===== src/rtl/eerrl_pkg.sv =====
// Shared definitions for the receive-side heartbeat parser.
// Optional feature macro: HB_CHECKSUM_EN (adds a trailing XOR checksum word).
package eerrl_pkg;

   localparam int unsigned WORD_WIDTH = 16;
   localparam int unsigned ERR_W      = 8;

   // Message type codes carried in header[15:8]
   localparam logic [7:0] MSG_HB   = 8'h01;
   localparam logic [7:0] MSG_DATA = 8'h02;
   localparam logic [7:0] MSG_JOIN = 8'h03;

   // Hop count meaning "CH unreachable"
   localparam logic [WORD_WIDTH-1:0] HOPS_INF = 16'hFFFF;

   // Header word layout
   typedef struct packed {
      logic [7:0] msg_type;
      logic [7:0] round;
   } hb_hdr_t;

   typedef enum logic [3:0] {
      S_IDLE   = 4'd0,
      S_HDR    = 4'd1,
      S_SRC    = 4'd2,
      S_HOPS   = 4'd3,
      S_QV     = 4'd4,
      S_CHK    = 4'd5,
      S_DECIDE = 4'd6,
      S_RND    = 4'd7,
      S_EMIT   = 4'd8,
      S_DRAIN  = 4'd9
   } hb_state_t;

   // Hop count as seen from this node: one more than the sender's, saturating
   function automatic logic [WORD_WIDTH-1:0] hops_inc(input logic [WORD_WIDTH-1:0] h);
      return (h == HOPS_INF) ? HOPS_INF : h + WORD_WIDTH'(1);
   endfunction

   // States in which the parser takes words from the stream
   function automatic logic accepts_word(input hb_state_t s);
      return (s == S_HDR) || (s == S_SRC) || (s == S_HOPS) || (s == S_QV) ||
             (s == S_CHK) || (s == S_DRAIN);
   endfunction

endpackage


===== src/rtl/hb_rx_parser_chksum.sv =====
// Running XOR accumulator over the first four packet words.
// Only instantiated when HB_CHECKSUM_EN is defined.
module hb_chksum
   import eerrl_pkg::*;
(
   input  logic                  clk,
   input  logic                  nrst,
   input  logic                  clr,
   input  logic                  en,
   input  logic [WORD_WIDTH-1:0] data,
   output logic                  match_c
);

   logic [WORD_WIDTH-1:0] acc;

   // Accumulate XOR of accepted words; cleared between packets
   always_ff @(posedge clk or negedge nrst) begin
      if (!nrst) begin
         acc <= '0;
      end else if (clr) begin
         acc <= '0;
      end else if (en) begin
         acc <= acc ^ data;
      end
   end

   // Current word matches the accumulated checksum
   assign match_c = (acc == data);

endmodule


===== src/rtl/hb_rx_parser.sv =====
// Cluster-head heartbeat filter feeding the known-CH table.
// Optional feature macro: HB_CHECKSUM_EN (5-word packets with XOR checksum in w4).
module hb_rx_parser
   import eerrl_pkg::*;
(
   input  logic                  clk,
   input  logic                  nrst,
   input  logic [WORD_WIDTH-1:0] my_id,
   input  logic                  rx_valid,
   output logic                  rx_ready,
   input  logic [WORD_WIDTH-1:0] rx_data,
   input  logic                  rx_last,
   output logic                  en_KCH,
   output logic                  HB_reset,
   output logic [WORD_WIDTH-1:0] fCH_ID,
   output logic [WORD_WIDTH-1:0] fCH_Hops,
   output logic [WORD_WIDTH-1:0] fCH_QValue,
   output logic [WORD_WIDTH-1:0] hb_count,
   output logic [ERR_W-1:0]      err_count
);

   hb_state_t             state, state_nxt;
   hb_hdr_t               hdr;
   logic                  hs;

   logic [7:0]            round_q;
   logic [WORD_WIDTH-1:0] src_q;
   logic [WORD_WIDTH-1:0] hops_q;
   logic [WORD_WIDTH-1:0] qv_q;
   logic                  last_q;
   logic [7:0]            rnd_q;
   logic                  rnd_valid;

   logic                  cap_hdr, cap_src, cap_hops, cap_qv, set_last, err_inc;

   assign hs  = rx_valid & rx_ready;
   assign hdr = hb_hdr_t'(rx_data);

`ifdef HB_CHECKSUM_EN
   logic chk_match_c;

   hb_chksum u_chksum (
      .clk     (clk),
      .nrst    (nrst),
      .clr     (state == S_IDLE),
      .en      (hs && ((state == S_HDR) || (state == S_SRC) ||
                       (state == S_HOPS) || (state == S_QV))),
      .data    (rx_data),
      .match_c (chk_match_c)
   );
`endif

   // State register
   always_ff @(posedge clk or negedge nrst) begin
      if (!nrst) state <= S_IDLE;
      else       state <= state_nxt;
   end

   // Next-state and per-word capture/error decisions
   always_comb begin
      state_nxt = state;
      cap_hdr   = 1'b0;
      cap_src   = 1'b0;
      cap_hops  = 1'b0;
      cap_qv    = 1'b0;
      set_last  = 1'b0;
      err_inc   = 1'b0;
      case (state)
         S_IDLE: state_nxt = S_HDR;
         S_HDR: if (hs) begin
            cap_hdr = 1'b1;
            if (hdr.msg_type != MSG_HB) begin
               state_nxt = rx_last ? S_IDLE : S_DRAIN;
            end else if (rx_last) begin
               err_inc   = 1'b1;
               state_nxt = S_IDLE;
            end else begin
               state_nxt = S_SRC;
            end
         end
         S_SRC: if (hs) begin
            cap_src = 1'b1;
            if (rx_last) begin
               err_inc   = 1'b1;
               state_nxt = S_IDLE;
            end else if (rx_data == my_id) begin
               state_nxt = S_DRAIN;
            end else begin
               state_nxt = S_HOPS;
            end
         end
         S_HOPS: if (hs) begin
            cap_hops = 1'b1;
            if (rx_last) begin
               err_inc   = 1'b1;
               state_nxt = S_IDLE;
            end else if (rx_data == HOPS_INF) begin
               state_nxt = S_DRAIN;
            end else begin
               state_nxt = S_QV;
            end
         end
         S_QV: if (hs) begin
            cap_qv = 1'b1;
`ifdef HB_CHECKSUM_EN
            if (rx_last) begin
               err_inc   = 1'b1;
               state_nxt = S_IDLE;
            end else begin
               state_nxt = S_CHK;
            end
`else
            set_last  = 1'b1;
            state_nxt = S_DECIDE;
`endif
         end
         S_CHK: begin
`ifdef HB_CHECKSUM_EN
            if (hs) begin
               if (chk_match_c) begin
                  set_last  = 1'b1;
                  state_nxt = S_DECIDE;
               end else begin
                  err_inc   = 1'b1;
                  state_nxt = rx_last ? S_IDLE : S_DRAIN;
               end
            end
`else
            state_nxt = S_IDLE;
`endif
         end
         S_DECIDE: state_nxt = (!rnd_valid || (round_q != rnd_q)) ? S_RND : S_EMIT;
         S_RND:    state_nxt = S_EMIT;
         S_EMIT:   state_nxt = last_q ? S_IDLE : S_DRAIN;
         S_DRAIN:  if (hs && rx_last) state_nxt = S_IDLE;
         default:  state_nxt = S_IDLE;
      endcase
   end

   // Packet field capture
   always_ff @(posedge clk or negedge nrst) begin
      if (!nrst) begin
         round_q <= '0;
         src_q   <= '0;
         hops_q  <= '0;
         qv_q    <= '0;
         last_q  <= 1'b0;
      end else begin
         if (cap_hdr)  round_q <= hdr.round;
         if (cap_src)  src_q   <= rx_data;
         if (cap_hops) hops_q  <= rx_data;
         if (cap_qv)   qv_q    <= rx_data;
         if (set_last) last_q  <= rx_last;
      end
   end

   // Stored heartbeat round; invalid until the first round is seen
   always_ff @(posedge clk or negedge nrst) begin
      if (!nrst) begin
         rnd_q     <= '0;
         rnd_valid <= 1'b0;
      end else if (state_nxt == S_RND) begin
         rnd_q     <= round_q;
         rnd_valid <= 1'b1;
      end
   end

   // Registered handshake and strobes, decoded from the upcoming state
   always_ff @(posedge clk or negedge nrst) begin
      if (!nrst) begin
         rx_ready <= 1'b0;
         en_KCH   <= 1'b0;
         HB_reset <= 1'b0;
      end else begin
         rx_ready <= accepts_word(state_nxt);
         en_KCH   <= (state_nxt == S_EMIT);
         HB_reset <= (state_nxt == S_RND);
      end
   end

   // CH entry and counters; entry loads so it is valid alongside en_KCH
   always_ff @(posedge clk or negedge nrst) begin
      if (!nrst) begin
         fCH_ID     <= '0;
         fCH_Hops   <= HOPS_INF;
         fCH_QValue <= '0;
         hb_count   <= '0;
         err_count  <= '0;
      end else begin
         if (state_nxt == S_EMIT) begin
            fCH_ID     <= src_q;
            fCH_Hops   <= hops_inc(hops_q);
            fCH_QValue <= qv_q;
            hb_count   <= hb_count + WORD_WIDTH'(1);
         end
         if (err_inc && (err_count != {ERR_W{1'b1}})) begin
            err_count <= err_count + ERR_W'(1);
         end
      end
   end

endmodule


===== config.mk =====
export PLATFORM = sky130hd
export DESIGN_NAME = hb_rx_parser
export DESIGN_NICKNAME = d
export VERILOG_FILES = /design/src/rtl/eerrl_pkg.sv /design/src/rtl/hb_rx_parser_chksum.sv /design/src/rtl/hb_rx_parser.sv
export SDC_FILE = /design/constraint.sdc
export NUM_CORES = 1
export LEC_CHECK = 0
export CORE_MARGIN = 2
export CORE_UTILIZATION = 27
export DETAILED_ROUTE_END_ITERATION = 10
export SYNTH_ARGS = -nofsm -noshare
export SYNTH_HDL_FRONTEND = slang
export SYNTH_SLANG_ARGS = --single-unit

===== constraint.sdc =====
create_clock -name clk -period 2 [get_ports clk]
set_input_delay 0.2 -clock clk [delete_from_list [all_inputs] [get_ports clk]]
set_output_delay 0.2 -clock clk [all_outputs]
set_load 0.01 [all_outputs]

==> out/results.ini <==
[outcome]
status=finished clean

[synth]
yosysSeqAreaShare=0.561
synth_top_area_cell=dfrtp_1
async_flop_share=1.00
ys_top_cells_by_area=dfrtp_1, mux2_2, mux2_1, dfstp_2, xnor2_1
synth-compound-area-share=0.0450
synth_top_family_by_area=multiplexers
synth_fp_nets=519
syn_inst=480
avgSynthCellArea_um2=13.6
ys_ff_latch=145
synth_flop_cell=dfrtp_1
synth_edf_count=0
syn_area_um2=6510
synth_cell_types=54
synth_xor_area_frac=0.0781
synth_mux_area_frac=0.175
synth_fa_ha_area_frac=0.00577
synth_warnings=0
synthSimpleGateAreaFrac=0.110
yosys.area.top_type_share=0.496

[timing]
min_period_ns=1.98
skew_ns=0.00844
tightest_slew_ns=0.479
drv_slew=0
hold_viol_final=0
max_freq_mhz=504
hold_ws_ns=0.291
slew_headroom=0.678
period_share=0.991
setup-violations-final=0
grt_setup_unrepaired=yes
finalWorstSetupSlack_ns=0.0171

[global_route]
antenna_found_initial=2
grt_usage=0.132
grt_pass1_vias=4820
grt_pass1_wl_um=26400
gr-total-overflow=0
grt_max_degree=48

[die]
die_w_um=159
die_h_um=159
start_util=0.276
dieArea_um2=25400
core_um2=23500
io_pins=111
rows=56

[clock_tree]
cts_sinks=145
h-tree-depth=4
cts-root-buf=clkbuf_16
cts_buffers=17
cts_tree=done
clk_pin_slew_ns=0.07
clockBufferDepth=2
insertion_delay_ns=0.42

[route]
ant_nets=0
drc_errors=0
met2_length_um=8130
topRoutingLayerUsed=met4
wl_met1_um=7170
wl_met3_um=875
dr.pass1.iters=4
wl_per_cell_um=16.9
via_per_inst=4.68
wl_um=16600
drtIter0Drc=193
vias=4596

[final_layout]
area_delta_synth_final_pct=39.6
drive_above_1_share=0.295
fin_util=0.386
nets=687

[power]
p_per_area_nw_per_um2=810
p_leak_nw=4.12
ir_drop_mv=0.537

[worst_hold_path]
hold_path.class=in2async

[worst_setup_path]
rr_worst_depth=6
setup.worst_path.start_class=flip-flop
crit_path_max_fanout=15
startpoint=rnd_q[2]
reg2reg_from=rnd_q[2]
endpoint=fCH_ID[7]
crit_type=reg2reg
r2r_end=fCH_ID[7]
reg2reg_slack_ns=0.02
critPathCaptureType=flip-flop
crit_arrival_ns=2.28
required_ns=2.30

[job]
maxCapViolCount=0

[placed_design]
dp_hpwl_um=12100
port_buffers=110
gp_congestion=0.947
place_ws_ns=-0.294

repair_timing:
| action | 4_1_cts | 5_1_grt |
|---|---|---|
| pin swaps | 2 | 2 |
| endpoints found under the setup margin | 16 | 58 |
| gates cloned | 0 | 2 |
| setup buffers | 1 | 4 |
| resized for setup | 0 | 21 |
| hold endpoints to repair | 27 | 0 |
| hold buffers | 1 | 0 |
flip-flops by register name, summed over array words and instances (netlist names), 4 cells and up:
signal,count
round_q,8
qv_q,16
fCH_QValue,16
hops_q,16
src_q,16
err_count,8
fCH_ID,16
hb_count,16
rnd_q,8
fCH_Hops,16
state,4
worst min path at each step:
| stage | cells after the start | slack (ns) | end | startpoint |
|---|---|---|---|---|
| final | 2 | 0.29 | fCH_QValue[13] | nrst |
| after CTS | 2 | 0.29 | fCH_QValue[13] | nrst |
| after floorplan | 0 | -0.1 | HB_reset | nrst |
| after detailed placement | 1 | 0.16 | fCH_QValue[13] | nrst |
| after global placement | 1 | 0.15 | fCH_QValue[13] | nrst |
| after global routing | 2 | 0.31 | fCH_QValue[13] | nrst |
cell usage after synthesis, drive strengths merged (3+ instances only):
library cell	count
nand3	18
nor2b	4
a31oi	4
mux2	101
nand4	18
xor2	23
ha	3
nand2	16
nand2b	4
xnor2	35
nor2	11
and3	7
nor4	8
dfstp	16
and4	4
dfrtp	129
or3	3
nor3	14
inv	6
a2bb2oi	15
buf	17
metal layers:
layer  vias up  GRT usage
li1       2083          -
met1      2337      0.159
met2       147      0.222
met3        29     0.0367
met4         0     0.0533
met5         -          0
cell families (layout without fill, tap and decap cells):
group	count (synthesis)	in the layout
compound gates	33	33
xor+xnor	58	58
fa+ha+maj	3	3
buf+inv	25	206
flops	145	145
mux	101	101
other cells	0	2
simple gates	115	115
power by group:
| part | total, mW | switching (mW) | internal (mW) |
|---|---|---|---|
| registers | 3.18 | 0.132 | 3.05 |
| logic | 0.910 | 0.429 | 0.481 |
| clock network | 3.27 | 1.37 | 1.90 |
| total | 7.36 | 1.93 | 5.44 |
worst max-delay path, cell delays in order, from the launching register on:
cell and delay, ns:
dfrtp_1 0.39, xnor2_1 0.18, nand4_1 0.16, o31a_4 0.42
nor2_8 0.17, clkbuf_16 0.22, mux2_1 0.33
cell type report:
class,instances,area [um2]
fillers,2263,14500
flip-flops and latches,145,3650
multi-input cells,310,2770
repair buffers,168,1620
clock buffers,17,425
well taps,319,399
clock inverters,15,191
inverters,6,22.5
diodes,2,5.00
cell usage in the layout, fill, tap and decap left out, types with 3 or more instances in the layout:
cell and n:
and4_1 4, nand2b_1 3, xnor2_1 35, mux2_1 34, mux2_4 6, dfrtp_1 129
dfstp_2 16, nand4_1 17, and3_1 7, nor4_1 3, buf_12 3, nand3_1 16
mux2_2 61, inv_1 5, nor2_1 10, ha_1 3, nand2_1 16, clkdlybuf4s50_1 109
clkbuf_16 19, inv_8 3, nor3_2 4, a2bb2oi_1 15, or3_1 3, nor4_2 3
nor3_1 9, nor2b_1 4, inv_6 5, buf_4 50, a31oi_1 4, xor2_1 23
per-stage QoR:
step           TNS, ns  std cells  total power, mW  cell area, um2
2_1_floorplan        0        480             3.69            6510
3_3_place_gp     -1.78        940             4.01            8280
3_5_place_dp     -2.17        940             4.03            8280
4_1_cts              0        974             7.34            8910
5_1_grt          -1.39        980             7.69            9080
6_report             0        982             7.36            9080
Power figures use the tool's default switching activity.
